[src/rtl/cpu_pkg.sv]
// Shared CPU definitions: fetch FSM states, fetch constants and primary opcodes.
package cpu_pkg;

    typedef enum logic [1:0] {
        ST_RUN    = 2'd0,
        ST_HOLD   = 2'd1,
        ST_BUBBLE = 2'd2
    } fetch_state_t;

    localparam logic [31:0] START_PC  = 32'h40;
    localparam logic [31:0] INST_SIZE = 32'd4;
    localparam logic [31:0] NOP_INST  = 32'h0;

    // Primary opcode field values shared with the decode Controller.
    localparam logic [3:0] OP1_ALUR = 4'b0000;
    localparam logic [3:0] OP1_ALUI = 4'b1000;
    localparam logic [3:0] OP1_LW   = 4'b1001;
    localparam logic [3:0] OP1_SW   = 4'b0101;
    localparam logic [3:0] OP1_BCOND = 4'b0010;
    localparam logic [3:0] OP1_JAL  = 4'b1011;

endpackage

[src/rtl/if_dec_buffer.sv]
// IF/DEC pipeline register bank; flush squashes to an invalid NOP and beats enable.
module if_dec_buffer #(
    parameter int                          DBITS          = 32,
    parameter int                          INST_BIT_WIDTH = 32,
    parameter logic [INST_BIT_WIDTH-1:0]   NOP_INST       = '0
) (
    input  logic                      clk,
    input  logic                      reset,
    input  logic                      flush,
    input  logic                      enable,
    input  logic [INST_BIT_WIDTH-1:0] inst_d,
    input  logic [DBITS-1:0]          pc_plus4_d,
    output logic                      valid,
    output logic [INST_BIT_WIDTH-1:0] inst,
    output logic [DBITS-1:0]          pc_plus4
);

    // pc_plus4 is left untouched on a flush; consumers qualify it with valid.
    always_ff @(posedge clk) begin
        if (reset) begin
            valid    <= 1'b0;
            inst     <= NOP_INST;
            pc_plus4 <= '0;
        end else if (flush) begin
            valid    <= 1'b0;
            inst     <= NOP_INST;
        end else if (enable) begin
            valid    <= 1'b1;
            inst     <= inst_d;
            pc_plus4 <= pc_plus4_d;
        end
    end

endmodule

[src/rtl/fetch_stage.sv]
// Instruction-fetch stage: PC register, stall/redirect handling and IF/DEC buffer.
// Optional performance counters are compiled in with FETCH_PERF_CNT_EN.
module fetch_stage #(
    parameter int                        DBITS               = 32,
    parameter int                        INST_BIT_WIDTH      = 32,
    parameter logic [DBITS-1:0]          START_PC            = DBITS'(cpu_pkg::START_PC),
    parameter logic [DBITS-1:0]          INST_SIZE           = DBITS'(cpu_pkg::INST_SIZE),
    parameter int                        IMEM_ADDR_BIT_WIDTH = 11,
    parameter logic [INST_BIT_WIDTH-1:0] NOP_INST            = INST_BIT_WIDTH'(cpu_pkg::NOP_INST)
) (
    input  logic                           clk,
    input  logic                           reset,
    input  logic                           stall,
    input  logic                           redirect_valid,
    input  logic [DBITS-1:0]               redirect_pc,
    output logic [IMEM_ADDR_BIT_WIDTH-1:0] imem_addr,
    input  logic [INST_BIT_WIDTH-1:0]      imem_data,
    output logic [DBITS-1:0]               pc_out,
    output logic                           dec_valid,
    output logic [INST_BIT_WIDTH-1:0]      dec_inst,
    output logic [DBITS-1:0]               dec_pc_plus4,
`ifdef FETCH_PERF_CNT_EN
    output logic [DBITS-1:0]               perf_fetched,
    output logic [DBITS-1:0]               perf_stalls,
    output logic [DBITS-1:0]               perf_flushes,
`endif
    output logic [1:0]                     fetch_state
);

    import cpu_pkg::*;

    logic [DBITS-1:0] pc;
    logic [DBITS-1:0] pc_next;
    fetch_state_t     state;
    logic             advance;

    assign pc_next     = pc + INST_SIZE;
    assign imem_addr   = pc[IMEM_ADDR_BIT_WIDTH+1:2];
    assign pc_out      = pc;
    assign fetch_state = state;
    assign advance     = !redirect_valid && !stall;

    // Priority is reset, then redirect, then stall, then normal advance.
    always_ff @(posedge clk) begin
        if (reset) begin
            pc    <= START_PC;
            state <= ST_RUN;
        end else if (redirect_valid) begin
            pc    <= {redirect_pc[DBITS-1:2], 2'b00};
            state <= ST_BUBBLE;
        end else if (stall) begin
            state <= ST_HOLD;
        end else begin
            pc    <= pc_next;
            state <= ST_RUN;
        end
    end

    if_dec_buffer #(
        .DBITS          (DBITS),
        .INST_BIT_WIDTH (INST_BIT_WIDTH),
        .NOP_INST       (NOP_INST)
    ) u_if_dec_buffer (
        .clk        (clk),
        .reset      (reset),
        .flush      (redirect_valid),
        .enable     (!stall),
        .inst_d     (imem_data),
        .pc_plus4_d (pc_next),
        .valid      (dec_valid),
        .inst       (dec_inst),
        .pc_plus4   (dec_pc_plus4)
    );

`ifdef FETCH_PERF_CNT_EN
    // A cycle with both stall and redirect counts only as a flush.
    always_ff @(posedge clk) begin
        if (reset) begin
            perf_fetched <= '0;
            perf_stalls  <= '0;
            perf_flushes <= '0;
        end else begin
            if (advance)
                perf_fetched <= perf_fetched + 1'b1;
            if (stall && !redirect_valid)
                perf_stalls <= perf_stalls + 1'b1;
            if (redirect_valid)
                perf_flushes <= perf_flushes + 1'b1;
        end
    end
`endif

endmodule

[config.mk]
export PLATFORM = sky130hd
export DESIGN_NAME = fetch_stage
export DESIGN_NICKNAME = d
export VERILOG_FILES = /design/src/rtl/cpu_pkg.sv /design/src/rtl/if_dec_buffer.sv /design/src/rtl/fetch_stage.sv
export SDC_FILE = /design/constraint.sdc
export NUM_CORES = 1
export LEC_CHECK = 0
export CELL_PAD_IN_SITES_DETAIL_PLACEMENT = 1
export CELL_PAD_IN_SITES_GLOBAL_PLACEMENT = 2
export CORE_MARGIN = 2
export CORE_UTILIZATION = 27
export CTS_CLUSTER_SIZE = 20
export DETAILED_ROUTE_END_ITERATION = 8
export GPL_TIMING_DRIVEN = 0
export PLACE_DENSITY_LB_ADDON = 0.1
export SLEW_MARGIN = 30
export SYNTH_ARGS = -nofsm -noshare
export SYNTH_HDL_FRONTEND = slang
export SYNTH_SLANG_ARGS = --single-unit
[constraint.sdc]
create_clock -name clk -period 4.7 [get_ports clk]
set_input_delay 0.94 -clock clk [delete_from_list [all_inputs] [get_ports clk]]
set_output_delay 0.94 -clock clk [all_outputs]
set_load 0.005 [all_outputs]
==> results.ini <==
[power]
power.density_mw_per_mm2=302.5
leakagePower_nw=2.412
ir_drop_uv=193.5

[clock_tree]
clk-insertion-delay-late_ps=350
clock-sinks=95
cts_setup_buffers=0
htree_num_levels=3
cts_root_buffer=clkbuf_16
ctsHoldBuffers=0
cts_resized=0
cts_buffer_depth=2
clkSlewWorstSetupHoldPaths_ps=70
cts_tree=yes
numCtsBuffers=9

[sta]
worst_slack_ps=1902
rsz0062_at_grt=false
post-route-min-period_ps=2798
tightest_slew_ps=945.3
relSlewSlack=0.3646
fin_skew_ps=7.149
max_freq_ghz=0.3574
hold_viol=0
setup_viol=0
slew_violations=0
fin_setup_tns_ps=0
fin_crit_sh=0.5953

[logic_synthesis]
synthCells=544
yosys_warnings=0
async_flop_share=0
synth_edf_count=0
synth-seq-area-share=0.4086
synth.distinct_cells=50
syn_area_per_cell_um2=8.556
synth_ff_type=dfxtp_1
synth_seq_cells=95
yosys.area.top_type=dfxtp_1
synthTopCellsByArea=dfxtp_1, nor2_1, mux2i_1, a211oi_1, a311oi_1
ys_top_cells_by_count=dfxtp_1, nor2_1, mux2i_1
synth_top_area_frac=0.4086
netlist_area_mm2=0.004654
synth_most_common_cell=dfxtp_1

[critical_path]
crit_arrival_ps=3050
required_ps=4950
critPathKind=primary input to flop
crit_fanout=10
r2r_cells=5
cp-start-kind=primary input
cp-end-kind=flop

[run_status]
status=complete, no violations

[worst_hold_path]
whs_path_depth=2
min_path_type=flop to flop

[grt]
antenna_found_initial=0
grt_max_degree=16
globalRouteOverflowTotal=0
grt_pass1_vias=5117
grt_pass1_wl_um=27990
grt_use_total=0.1961

[place]
placed_area_mm2=0.006639
portBuffers=169
pre_cts_slack_ps=1484
hpwlAfterDp_um=13350
gp_routability_congestion=0.7968

[routing]
drtAntennaViolNets=0
first_pass_iters=4
dr.first_iter.drc_count=269
vias=4871
avgViaCountPerCell=5.090
drc_errors=0
wl_per_cell_um=18.54
drt-total-wl_um=17740

[finish]
stdcell_area_mm2=0.006987
final_util=0.4096
antenna_cells=0
fin_nets=796
layout-drive-gt1-share=0.06011
syn2layout_area_growth_pct=50.11

[floorplan]
die_y_um=135.3
die_w_um=135.3
start_util=0.2729
rows=48
dieArea_mm2=0.01830
coreArea_mm2=0.01706
ios=178

[flow_run]
drv_cap=0

stage by stage:
stage | hold WS, ps | power, W | cells
6_report | 470.2 | 0.002113 | 957
5_1_grt | 486.4 | 0.002202 | 957
4_1_cts | 474.1 | 0.002144 | 957
3_5_place_dp | 453.2 | 0.001267 | 941
3_3_place_gp | 439.5 | 0.001260 | 941
2_1_floorplan | 451.1 | 0.001051 | 547
cell type report:
| cell class | instances | area (um2) |
|---|---|---|
| clock inverter | 5 | 105.1 |
| tap | 225 | 281.5 |
| clock buffer | 11 | 242.7 |
| inverter | 10 | 37.54 |
| sequential | 95 | 1902 |
| fill | 2047 | 10070 |
| multi-input combinational | 375 | 2402 |
| timing repair buffer | 169 | 1692 |
| buffer | 67 | 324.1 |
final timing paths:
kind                               startpoint                           to  slack (ps)
setup / recovery               redirect_valid                   pc_out[27]        1900
hold / removal    u_if_dec_buffer.pc_plus4[3]  u_if_dec_buffer.pc_plus4[3]         470
setup reg to reg                    pc_out[5]                   pc_out[21]        2080
hold reg to reg   u_if_dec_buffer.pc_plus4[3]  u_if_dec_buffer.pc_plus4[3]         470
cell families (layout without fill, tap and decap cells):
logic type | Yosys count | after routing | synth area share
DFF | 95 | 95 | 0.4086
and+or+nand+nor | 227 | 227 | 0.2522
AOI/OAI and AO/OA | 91 | 91 | 0.1513
other | 1 | 4 | 0.0008057
buffers and inverters | 77 | 262 | 0.07769
xor gates and xnor gates | 19 | 19 | 0.03575
adders and majority gates | 1 | 1 | 0.002688
muxes | 33 | 33 | 0.07097
flip-flops by register name (all words and copies together) (netlist names):
signal / flops
pc_out: 30
fetch_state: 2
u_if_dec_buffer.inst: 32
u_if_dec_buffer.valid: 1
u_if_dec_buffer.pc_plus4: 30
critical path, stage by stage:
cell	delay [ps]
clkdlybuf4s50_1	480
inv_1	190
clkbuf_1	530
buf_1	540
nor2_1	120
a311oi_1	250
cells in the final DEF, fill, tap and decap left out, types with 13 or more instances in the layout:
| cell type | instances |
|---|---|
| nor2_1 | 91 |
| nor4_1 | 18 |
| a211oi_1 | 28 |
| dfxtp_1 | 95 |
| nand3_1 | 18 |
| or4_1 | 13 |
| clkbuf_1 | 33 |
| mux2i_1 | 33 |
| clkdlybuf4s50_1 | 169 |
| a311oi_1 | 21 |
| buf_4 | 15 |
| xnor2_1 | 17 |
| nand2_1 | 25 |
| nor3_1 | 15 |
where the power goes:
group,total (W),leakage (nW),switching (W),internal [W]
clock,0.000868,0.162,0.000333,0.000535
sequential,0.000892,0.782,0.0000429,0.000849
combinational,0.000353,1.47,0.000155,0.000198
routing by layer:
layer | up-vias | part of all wire | GRT usage
met4 | 0 | 0.018 | 0.07060
met5 | - | 0 | 0
met3 | 22 | 0.075 | 0.05836
li1 | 2339 | - | -
met2 | 142 | 0.48 | 0.3297
met1 | 2368 | 0.43 | 0.2379
Power figures use the tool's default switching activity.
